--- config.mk ---
export PLATFORM = sky130hd
export DESIGN_NAME = mdio_cfg_ctrl
export DESIGN_NICKNAME = d
export VERILOG_FILES = /design/src/rtl/mdio_cfg_ctrl.sv
export SDC_FILE = /design/constraint.sdc
export NUM_CORES = 1
export LEC_CHECK = 0
export ABC_AREA = 1
export CORE_MARGIN = 2
export CORE_UTILIZATION = 54
export CTS_CLUSTER_SIZE = 25
export DETAILED_ROUTE_END_ITERATION = 7
export PLACE_DENSITY = 0.77
export SYNTH_ARGS = -nofsm -noshare
export SYNTH_HDL_FRONTEND = slang
export SYNTH_SLANG_ARGS = --single-unit
--- constraint.sdc ---
create_clock -name clk_i -period 4.7 [get_ports clk_i]
set_clock_uncertainty 0.1 [all_clocks]
set_input_delay 0.94 -clock clk_i [delete_from_list [all_inputs] [get_ports clk_i]]
set_output_delay 0.94 -clock clk_i [all_outputs]
set_load 0.01 [all_outputs]
--- src/rtl/mdio_cfg_ctrl.sv ---
// MIIM (MDC/MDIO) master that writes a fixed PHY register table, then serves host read/write frames.
// Optional readback of every table write: define MDIO_CFG_READBACK_EN.
module mdio_cfg_ctrl #(
  parameter int                     CLK_DIV   = 25,
  parameter logic [4:0]             PHY_ADDR  = 5'd1,
  parameter int                     NUM_CFG   = 2,
  parameter logic [NUM_CFG*21-1:0]  CFG_TABLE = {5'd0, 16'h1140, 5'd4, 16'h01E1}
) (
  input  logic        clk_i,
  input  logic        reset_n_i,
  input  logic        start_i,
  output logic        mdc_o,
  output logic        mdio_o,
  output logic        mdio_oe_o,
  input  logic        mdio_i,
  output logic        cfg_done_o,
  output logic        cfg_err_o,
  output logic        busy_o,
  input  logic        host_req_i,
  input  logic        host_wr_i,
  input  logic [4:0]  host_reg_i,
  input  logic [15:0] host_wdata_i,
  output logic        host_ack_o,
  output logic [15:0] host_rdata_o
);

  localparam int DIV_W = (CLK_DIV > 2) ? $clog2(CLK_DIV) : 1;
  localparam logic [DIV_W-1:0] DIV_LAST = DIV_W'(CLK_DIV - 1);
  localparam logic [4:0] IDX_LAST = 5'(NUM_CFG - 1);

  typedef enum logic [2:0] {
    ST_IDLE, ST_CFG, ST_FRAME, ST_CFG_NEXT, ST_READY, ST_HOST_DONE, ST_RB, ST_RB_CHK
  } state_t;

`ifdef MDIO_CFG_READBACK_EN
  localparam state_t ST_AFTER_WR = ST_RB;
`else
  localparam state_t ST_AFTER_WR = ST_CFG_NEXT;
`endif

  state_t             state_q, state_d;
  logic [DIV_W-1:0]   div_q, div_d;
  logic               mdc_q, mdc_d;
  logic               mdio_q, mdio_d;
  logic               oe_q, oe_d;
  logic               busy_q, busy_d;
  logic               done_q, done_d;
  logic               ack_q, ack_d;
  logic [15:0]        rdata_q, rdata_d;
  logic [4:0]         idx_q, idx_d;
  logic [5:0]         bit_q, bit_d;
  logic [63:0]        frame_q, frame_d;
  logic [15:0]        sh_q, sh_d;
  logic               rd_q, rd_d;
  logic               host_q, host_d;
  logic               rb_q, rb_d;
`ifdef MDIO_CFG_READBACK_EN
  logic               err_q, err_d;
`endif

  logic [20:0]        entry;
  logic               launch, launch_rd;
  logic [4:0]         launch_reg;
  logic [15:0]        launch_data;

  // Whole frame as shifted out MSB first; read frames carry zeros where the bus is released.
  function automatic logic [63:0] build_frame(input logic rd, input logic [4:0] regad,
                                              input logic [15:0] data);
    build_frame = {32'hFFFF_FFFF, 2'b01, (rd ? 2'b10 : 2'b01), PHY_ADDR, regad,
                   (rd ? 2'b00 : 2'b10), (rd ? 16'h0000 : data)};
  endfunction

  always_comb begin
    state_d     = state_q;
    div_d       = div_q;
    mdc_d       = mdc_q;
    mdio_d      = mdio_q;
    oe_d        = oe_q;
    busy_d      = busy_q;
    done_d      = done_q;
    ack_d       = 1'b0;
    rdata_d     = rdata_q;
    idx_d       = idx_q;
    bit_d       = bit_q;
    frame_d     = frame_q;
    sh_d        = sh_q;
    rd_d        = rd_q;
    host_d      = host_q;
    rb_d        = rb_q;
`ifdef MDIO_CFG_READBACK_EN
    err_d       = err_q;
`endif
    entry       = CFG_TABLE[21*(NUM_CFG-1-int'(idx_q)) +: 21];
    launch      = 1'b0;
    launch_rd   = 1'b0;
    launch_reg  = 5'd0;
    launch_data = 16'h0000;

    case (state_q)
      ST_IDLE: begin
        if (start_i) begin
          idx_d   = 5'd0;
          state_d = ST_CFG;
        end
      end
      ST_CFG: begin
        launch      = 1'b1;
        launch_reg  = entry[20:16];
        launch_data = entry[15:0];
        host_d      = 1'b0;
        rb_d        = 1'b0;
        state_d     = ST_FRAME;
      end
      ST_FRAME: begin
        if (div_q == DIV_LAST) begin
          div_d = '0;
          mdc_d = ~mdc_q;
          if (!mdc_q) begin
            sh_d = {sh_q[14:0], mdio_i};
          end else if (bit_q == 6'd63) begin
            // 64th falling edge: release the bus and hand off in the same cycle
            busy_d = 1'b0;
            oe_d   = 1'b0;
            mdio_d = 1'b0;
            if (host_q) begin
              ack_d   = 1'b1;
              state_d = ST_HOST_DONE;
              if (rd_q) rdata_d = sh_q;
            end else if (rb_q) begin
              state_d = ST_RB_CHK;
            end else begin
              state_d = ST_AFTER_WR;
            end
          end else begin
            bit_d   = bit_q + 6'd1;
            frame_d = {frame_q[62:0], 1'b0};
            mdio_d  = frame_q[62];
            oe_d    = !(rd_q && (bit_q >= 6'd45));
          end
        end else begin
          div_d = div_q + 1'b1;
        end
      end
      ST_CFG_NEXT: begin
        if (idx_q == IDX_LAST) begin
          done_d  = 1'b1;
          state_d = ST_READY;
        end else begin
          idx_d   = idx_q + 5'd1;
          state_d = ST_CFG;
        end
      end
      ST_READY: begin
        if (host_req_i) begin
          launch      = 1'b1;
          launch_rd   = !host_wr_i;
          launch_reg  = host_reg_i;
          launch_data = host_wdata_i;
          host_d      = 1'b1;
          rb_d        = 1'b0;
          state_d     = ST_FRAME;
        end
      end
      ST_HOST_DONE: begin
        state_d = ST_READY;
      end
`ifdef MDIO_CFG_READBACK_EN
      ST_RB: begin
        launch     = 1'b1;
        launch_rd  = 1'b1;
        launch_reg = entry[20:16];
        rb_d       = 1'b1;
        state_d    = ST_FRAME;
      end
      ST_RB_CHK: begin
        if (sh_q != entry[15:0]) err_d = 1'b1;
        state_d = ST_CFG_NEXT;
      end
`endif
      default: state_d = ST_IDLE;
    endcase

    // First preamble bit is presented immediately, with MDC still low.
    if (launch) begin
      frame_d = build_frame(launch_rd, launch_reg, launch_data);
      mdio_d  = 1'b1;
      oe_d    = 1'b1;
      busy_d  = 1'b1;
      div_d   = '0;
      mdc_d   = 1'b0;
      bit_d   = 6'd0;
      rd_d    = launch_rd;
    end
  end

  always_ff @(posedge clk_i or negedge reset_n_i) begin
    if (!reset_n_i) begin
      state_q <= ST_IDLE;
      div_q   <= '0;
      mdc_q   <= 1'b0;
      mdio_q  <= 1'b0;
      oe_q    <= 1'b0;
      busy_q  <= 1'b0;
      done_q  <= 1'b0;
      ack_q   <= 1'b0;
      rdata_q <= 16'h0000;
      idx_q   <= 5'd0;
      bit_q   <= 6'd0;
      frame_q <= 64'h0;
      sh_q    <= 16'h0000;
      rd_q    <= 1'b0;
      host_q  <= 1'b0;
      rb_q    <= 1'b0;
`ifdef MDIO_CFG_READBACK_EN
      err_q   <= 1'b0;
`endif
    end else begin
      state_q <= state_d;
      div_q   <= div_d;
      mdc_q   <= mdc_d;
      mdio_q  <= mdio_d;
      oe_q    <= oe_d;
      busy_q  <= busy_d;
      done_q  <= done_d;
      ack_q   <= ack_d;
      rdata_q <= rdata_d;
      idx_q   <= idx_d;
      bit_q   <= bit_d;
      frame_q <= frame_d;
      sh_q    <= sh_d;
      rd_q    <= rd_d;
      host_q  <= host_d;
      rb_q    <= rb_d;
`ifdef MDIO_CFG_READBACK_EN
      err_q   <= err_d;
`endif
    end
  end

  assign mdc_o        = mdc_q;
  assign mdio_o       = mdio_q;
  assign mdio_oe_o    = oe_q;
  assign busy_o       = busy_q;
  assign cfg_done_o   = done_q;
  assign host_ack_o   = ack_q;
  assign host_rdata_o = rdata_q;
`ifdef MDIO_CFG_READBACK_EN
  assign cfg_err_o    = err_q;
`else
  assign cfg_err_o    = 1'b0;
`endif

endmodule

==> results.sh, run 1 <==
export IMPL_worstPathRequired_ps=4950
export IMPL_grtUsageMet2_pct=41.3
export IMPL_place_inst=1126
export IMPL_end_kind="flip-flop"
export IMPL_die_area_um2=13800
export IMPL_vias_per_cell=5.44
export IMPL_wl_per_cell_um=14.9
export IMPL_grtUsageMet1_pct=34.4
export IMPL_drtAntennaViolNets=0
export IMPL_htree_num_levels=4
export IMPL_cts_tree="built"
export IMPL_vias=6286
export IMPL_drive_gt1_share_pct=8.84
export IMPL_synth_most_common_cell="nand2_1"
export IMPL_r2r_slack_ps=230
export IMPL_fin_crit_sh_pct=95.1
export IMPL_first_iter_violations=635
export IMPL_num_rows=41
export IMPL_synth_edff_count=0
export IMPL_initial_core_util_pct=55.3
export IMPL_min_path_type="reg2reg"
export IMPL_placement_cell_area_um2=7590
export IMPL_pre_cts_ws_ps=244
export IMPL_final_core_util_pct=65.3
export IMPL_synthFlopType="dfrtp_1"
export IMPL_worst_pin_slew_ps=1050
export IMPL_setup_tns_ps=0
export IMPL_syn2layout_area_growth_pct=18.0
export IMPL_synth_top_cell_by_area="dfrtp_1"
export IMPL_cellLeakagePower_nw=4.09
export IMPL_port_buffers=48
export IMPL_worst_skew_pair_late_latency_ps=410
export IMPL_reg2reg_from="idx_q[2]"
export IMPL_fin_nets=1022
export IMPL_grt_pass1_wl_um=28900
export IMPL_synth_simple_gate_area_share_pct=24.1
export IMPL_grt_use_total_pct=25.8
export IMPL_synth_top_area_share_pct=43.7
export IMPL_postSynth_asyncResetShare_pct=100
export IMPL_busiest_layer="met2"
export IMPL_clockRootBuffer="clkbuf_16"
export IMPL_rsz0062_at_grt="false"
export IMPL_netlist_area_um2=6980
export IMPL_synth_seq_area_share_pct=43.7
export IMPL_io_pins=50
export IMPL_finalMaxSlewViolations=0
export IMPL_synth_net_count=978
export IMPL_drtPass1Iterations=6
export IMPL_synth_area_top_cells="dfrtp_1 (44%), nand2_1 (13%), inv_1 (7.7%)"
export IMPL_synth_area_mux_share_pct=0.161
export IMPL_ir_drop_mv=0.672
export IMPL_critical_path_endpoint="frame_q[19]"
export IMPL_max_cap_viol_count=0
export IMPL_die_w_um=118
export IMPL_fin_area_um2=8240
export IMPL_powerDensity_nw_per_um2=763
export IMPL_whs_ps=363
export IMPL_synth_xor_area_share_pct=0.502
export IMPL_postSynthCellCount=930
export IMPL_period_minus_slack_ps=4470
export IMPL_syn_avg_cell_area_um2=7.50
export IMPL_cts_sinks=122
export IMPL_cp_startpoint="idx_q[2]"
export IMPL_antenna_found_initial=0
export IMPL_globalRoute_totalOverflow=0
export IMPL_dp_hpwl_um=12100
export IMPL_synth_cell_types=44
export IMPL_drc=0
export IMPL_holdBufCountCts=0
export IMPL_status="completed"
export IMPL_synth_seq_cells=122
export IMPL_ys_top_cells_by_count="nand2_1 (250), inv_1 (144), dfrtp_1 (122)"
export IMPL_r2r_end="frame_q[19]"
export IMPL_routabilityCongestion=0.995
export IMPL_core_area_um2=12600
export IMPL_r2r_cells=25
export IMPL_setup_viol=0
export IMPL_path_class="reg2reg"
export IMPL_synth_compound_area_share_pct=15.9
export IMPL_synth_top_family_by_area="simple AND/OR/NAND/NOR gates"
export IMPL_power_total_mw=6.29
export IMPL_critPathArrivalTime_ps=4720
export IMPL_die_h_um=118
export IMPL_start_kind="flip-flop"
export IMPL_synth_adder_area_share_pct=4.09
export IMPL_finalHoldViolCount=0
export IMPL_grtUsageMet3_pct=5.43
export IMPL_grt_pass1_vias=6080
export IMPL_final_cells=1156
export IMPL_clk_pin_slew_worst_paths_ps=50
export IMPL_synth_warning_count=0
export IMPL_path_max_fanout=9
export IMPL_timing_final_ws_setup_ps=230
export IMPL_nFillCells=1108
export IMPL_grt_max_degree=61
export IMPL_antenna_cells=0
export IMPL_fmax_mhz=224
export IMPL_cts_buffers=17
export IMPL_cts_buffer_depth=2
export IMPL_slew_headroom_pct=29.6
export IMPL_totalWireLength_um=17200
## worst min-delay path by stage
stage / from / to / slack [ps] / depth (start not counted)
global placement: cfg_done_o / cfg_done_o / 360 / 2
floorplan: frame_q[0] / frame_q[0] / 350 / 2
finish: cfg_done_o / cfg_done_o / 360 / 2
CTS: cfg_done_o / cfg_done_o / 370 / 2
global route: frame_q[0] / frame_q[0] / 390 / 2
detailed placement: cfg_done_o / cfg_done_o / 350 / 2
## repair_timing
item | 4_1_cts | 5_1_grt
gates resized for setup | 0 | 12
setup endpoints to repair | 0 | 14
buffers inserted | 0 | 1
## flip-flops by register name, indices dropped and copies added, names as in the netlist
signal        flops
host_rdata_o     16
cfg_done_o        1
state_q           3
mdio_o            1
host_ack_o        1
busy_o            1
rd_q              1
mdio_oe_o         1
frame_q          63
sh_q             16
idx_q             5
bit_q             6
mdc_o             1
host_q            1
div_q             5
## cell families (layout without fill, tap and decap cells)
| family | count (synthesis) | count (layout) |
|---|---|---|
| multiplexers | 1 | 1 |
| AND/OR/NAND/NOR | 397 | 397 |
| buffers and inverters | 196 | 250 |
| other | 1 | 1 |
| AO/OA/AOI/OAI | 188 | 188 |
| adder cells (fa/ha/maj) | 21 | 21 |
| flip-flops | 122 | 122 |
| XOR/XNOR | 4 | 4 |
## critical path, stage by stage (launching register included)
cell and delay, ps:
dfrtp_1 390, inv_1 110, ha_1 260, ha_1 300
ha_1 200, inv_1 70, fa_1 440, fa_1 460
inv_1 70, ha_1 130, inv_1 40, fa_1 390
nand3_1 110, nand2_1 80, nand2_1 110, nand2_4 90
buf_4 180, nor2_1 170, nand2_1 110, nor2_2 140
nand2_1 60, o21ai_1 90, nand2_1 70, nand3_1 100
nand2_1 60, nand2_1 50
## layer usage
metal	vias up	part of all wire, %
met5	-	0
met4	0	3.1
met3	50	5.9
met2	280	47
met1	2869	44
li1	3087	-
## power breakdown
group / switching, mW / internal (mW) / total, mW
Clock: 0.437 / 0.901 / 1.34
Sequential: 0.0987 / 1.26 / 1.36
Combinational: 2.47 / 1.12 / 3.59
## area by class of cell
cell class / count / area (um^2) / share of cell area, %
multi-input combinational: 612 / 3170 / 38.4
sequential: 122 / 3050 / 37.1
timing repair buffer: 65 / 606 / 7.35
inverter: 156 / 593 / 7.20
clock buffer: 20 / 457 / 5.54
tap: 172 / 215 / 2.61
clock inverter: 9 / 148 / 1.79
## layout by cell type, fill, tap and decap left out, types with 17 or more instances in the layout
cell,netlist,final
a21oi_1,25,24
a22oi_1,33,33
buf_4,5,18
clkbuf_16,0,17
clkdlybuf4s50_1,0,47
dfrtp_1,122,122
ha_1,18,18
inv_1,144,143
nand2_1,250,249
nand3_1,60,58
nor2_1,54,51
o21ai_0,60,59
o21ai_1,30,31
o22ai_1,18,18
Power figures use the tool's default switching activity.
==> run 2: changes to the inputs <==
--- a/config.mk
+++ b/config.mk
@@ -8,9 +8,11 @@
 export ABC_AREA = 1
 export CORE_MARGIN = 2
 export CORE_UTILIZATION = 54
+export CTS_BUF_LIST = sky130_fd_sc_hd__clkbuf_8 sky130_fd_sc_hd__clkbuf_16
 export CTS_CLUSTER_SIZE = 25
 export DETAILED_ROUTE_END_ITERATION = 7
 export PLACE_DENSITY = 0.77
+export SKIP_CTS_REPAIR_TIMING = 1
 export SYNTH_ARGS = -nofsm -noshare
 export SYNTH_HDL_FRONTEND = slang
 export SYNTH_SLANG_ARGS = --single-unit
==> results.sh, run 2 (synthesized netlist as in run 1, its figures left out) <==
export IMPL_clk_pin_slew_worst_paths_ps=50
export IMPL_fin_nets=1022
export IMPL_min_path_cells=2
export IMPL_nFillCells=1108
export IMPL_globalRoute_totalOverflow=0
export IMPL_wl_per_cell_um=14.9
export IMPL_core_area_um2=12600
export IMPL_largest_reg_flops=63
export IMPL_die_area_um2=13800
export IMPL_final_cell_mix="nand2_1 (249), inv_1 (144), dfrtp_1 (122)"
export IMPL_first_iter_violations=635
export IMPL_vias_per_cell=5.45
export IMPL_die_w_um=118
export IMPL_setup_tns_ps=0
export IMPL_setup_viol=0
export IMPL_p_seq_share_pct=21.7
export IMPL_dp_hpwl_um=12100
export IMPL_ir_drop_mv=0.673
export IMPL_swShare_pct=47.8
export IMPL_hp_start="cfg_done_o"
export IMPL_max_cap_viol_count=0
export IMPL_worst_pin_slew_ps=1050
export IMPL_whs_ps=363
export IMPL_p_comb_share_pct=57.0
export IMPL_cts_buffer_depth=2
export IMPL_htree_num_levels=4
export IMPL_worstPathRequired_ps=4950
export IMPL_p_int_mw=3.28
export IMPL_critPathArrivalTime_ps=4700
export IMPL_pre_cts_ws_ps=244
export IMPL_io_pins=50
export IMPL_vias=6299
export IMPL_cellLeakagePower_nw=4.10
export IMPL_finalHoldViolCount=0
export IMPL_syn2layout_area_growth_pct=18.0
export IMPL_grt_use_total_pct=25.8
export IMPL_timing_final_ws_setup_ps=242
export IMPL_antenna_cells=0
export IMPL_min_path_type="reg2reg"
export IMPL_r2r_slack_ps=240
export IMPL_fin_crit_sh_pct=94.8
export IMPL_slew_headroom_pct=29.7
export IMPL_cts_sinks=122
export IMPL_drc=0
export IMPL_drtAntennaViolNets=0
export IMPL_initial_core_util_pct=55.3
export IMPL_clockRootBuffer="clkbuf_16"
export IMPL_seq_area_um2=3050
export IMPL_finalMaxSlewViolations=0
export IMPL_num_rows=41
export IMPL_path_max_fanout=9
export IMPL_cts_buffers=17
export IMPL_worst_skew_pair_late_latency_ps=410
export IMPL_clkPwrFrac_pct=21.3
export IMPL_hold_end="cfg_done_o"
export IMPL_drive_gt1_share_pct=8.84
export IMPL_totalWireLength_um=17200
export IMPL_fmax_mhz=224
export IMPL_antenna_found_initial=0
export IMPL_regMostFlops="frame_q"
export IMPL_grt_pass1_wl_um=28900
export IMPL_rsz0062_at_grt="false"
export IMPL_path_class="reg2reg"
export IMPL_cts_tree="built"
export IMPL_end_kind="flip-flop"
export IMPL_powerDensity_nw_per_um2=762
export IMPL_r2r_end="frame_q[19]"
export IMPL_status="completed"
export IMPL_drtPass1Iterations=6
export IMPL_multi_input_area_um2=3170
export IMPL_layout_commonest_cell="nand2_1"
export IMPL_period_minus_slack_ps=4460
export IMPL_routabilityCongestion=0.995
export IMPL_p_sw_mw=3.00
export IMPL_start_kind="flip-flop"
export IMPL_reg2reg_from="idx_q[2]"
export IMPL_grt_pass1_vias=6080
export IMPL_port_buffers=48
export IMPL_r2r_cells=25
export IMPL_grt_max_degree=61
export IMPL_die_h_um=118
[run 2: stage by stage]
stage          total power, mW  util (%)  instances  instance area (um^2)
2_1_floorplan             3.81         -        930                  6980
3_3_place_gp              4.82      60.1       1126                  7590
5_1_grt                   6.74      65.3       1156                  8240
4_1_cts                   6.13      64.9       1155                  8190
3_5_place_dp              4.77      60.1       1126                  7590
6_report                  6.28      65.3       1156                  8240
[run 2: worst max-delay path by stage]
stage | cells past startpoint | to | start | slack (ps)
final | 25 | frame_q[19] | idx_q[2] | 240
after global routing | 25 | frame_q[19] | idx_q[2] | 2
after CTS | 23 | frame_q[21] | idx_q[2] | 210
after detailed placement | 23 | frame_q[21] | idx_q[2] | 240
after global placement | 25 | frame_q[19] | idx_q[2] | 290
after floorplan | 20 | frame_q[7] | idx_q[1] | 170
[run 2: final cells by class]
type                    count  share of cell area, %
multi-input cells         612                   38.4
flip-flops and latches    122                   37.1
repair buffers             65                   7.35
inverters                 156                   7.20
clock buffers              19                   5.50
well taps                 172                   2.61
clock inverters            10                   1.84
[run 2: power groups by stage]
stage / Combinational [mW] / Clock [mW] / Sequential [mW]
final: 3.58 / 1.34 / 1.36
after floorplan: 2.45 / 0 / 1.36
after CTS: 3.42 / 1.35 / 1.36
after global placement: 3.46 / 0 / 1.37
after detailed placement: 3.40 / 0 / 1.37
after global routing: 3.96 / 1.40 / 1.38
[run 2: metal layers]
layer | up-vias | GRT usage, % | wire (um)
li1 | 3083 | - | -
met1 | 2896 | 34.4 | 7440
met2 | 266 | 41.3 | 8040
met3 | 54 | 5.43 | 1160
met4 | 0 | 10.2 | 552
met5 | - | 0 | 0
[run 2: worst max-delay path, cell delays in order, from the launching register on]
cell and delay [ps]:
dfrtp_1 390, inv_1 110, ha_1 260, ha_1 300, ha_1 200, inv_1 70, fa_1 440, fa_1 460
inv_1 70, ha_1 130, inv_1 40, fa_1 390, nand3_1 100, nand2_1 80, nand2_1 110, nand2_4 90
buf_4 180, nor2_1 170, nand2_1 110, nor2_2 140, nand2_1 60, o21ai_1 90, nand2_1 70, nand3_1 100
nand2_1 60, nand2_1 50
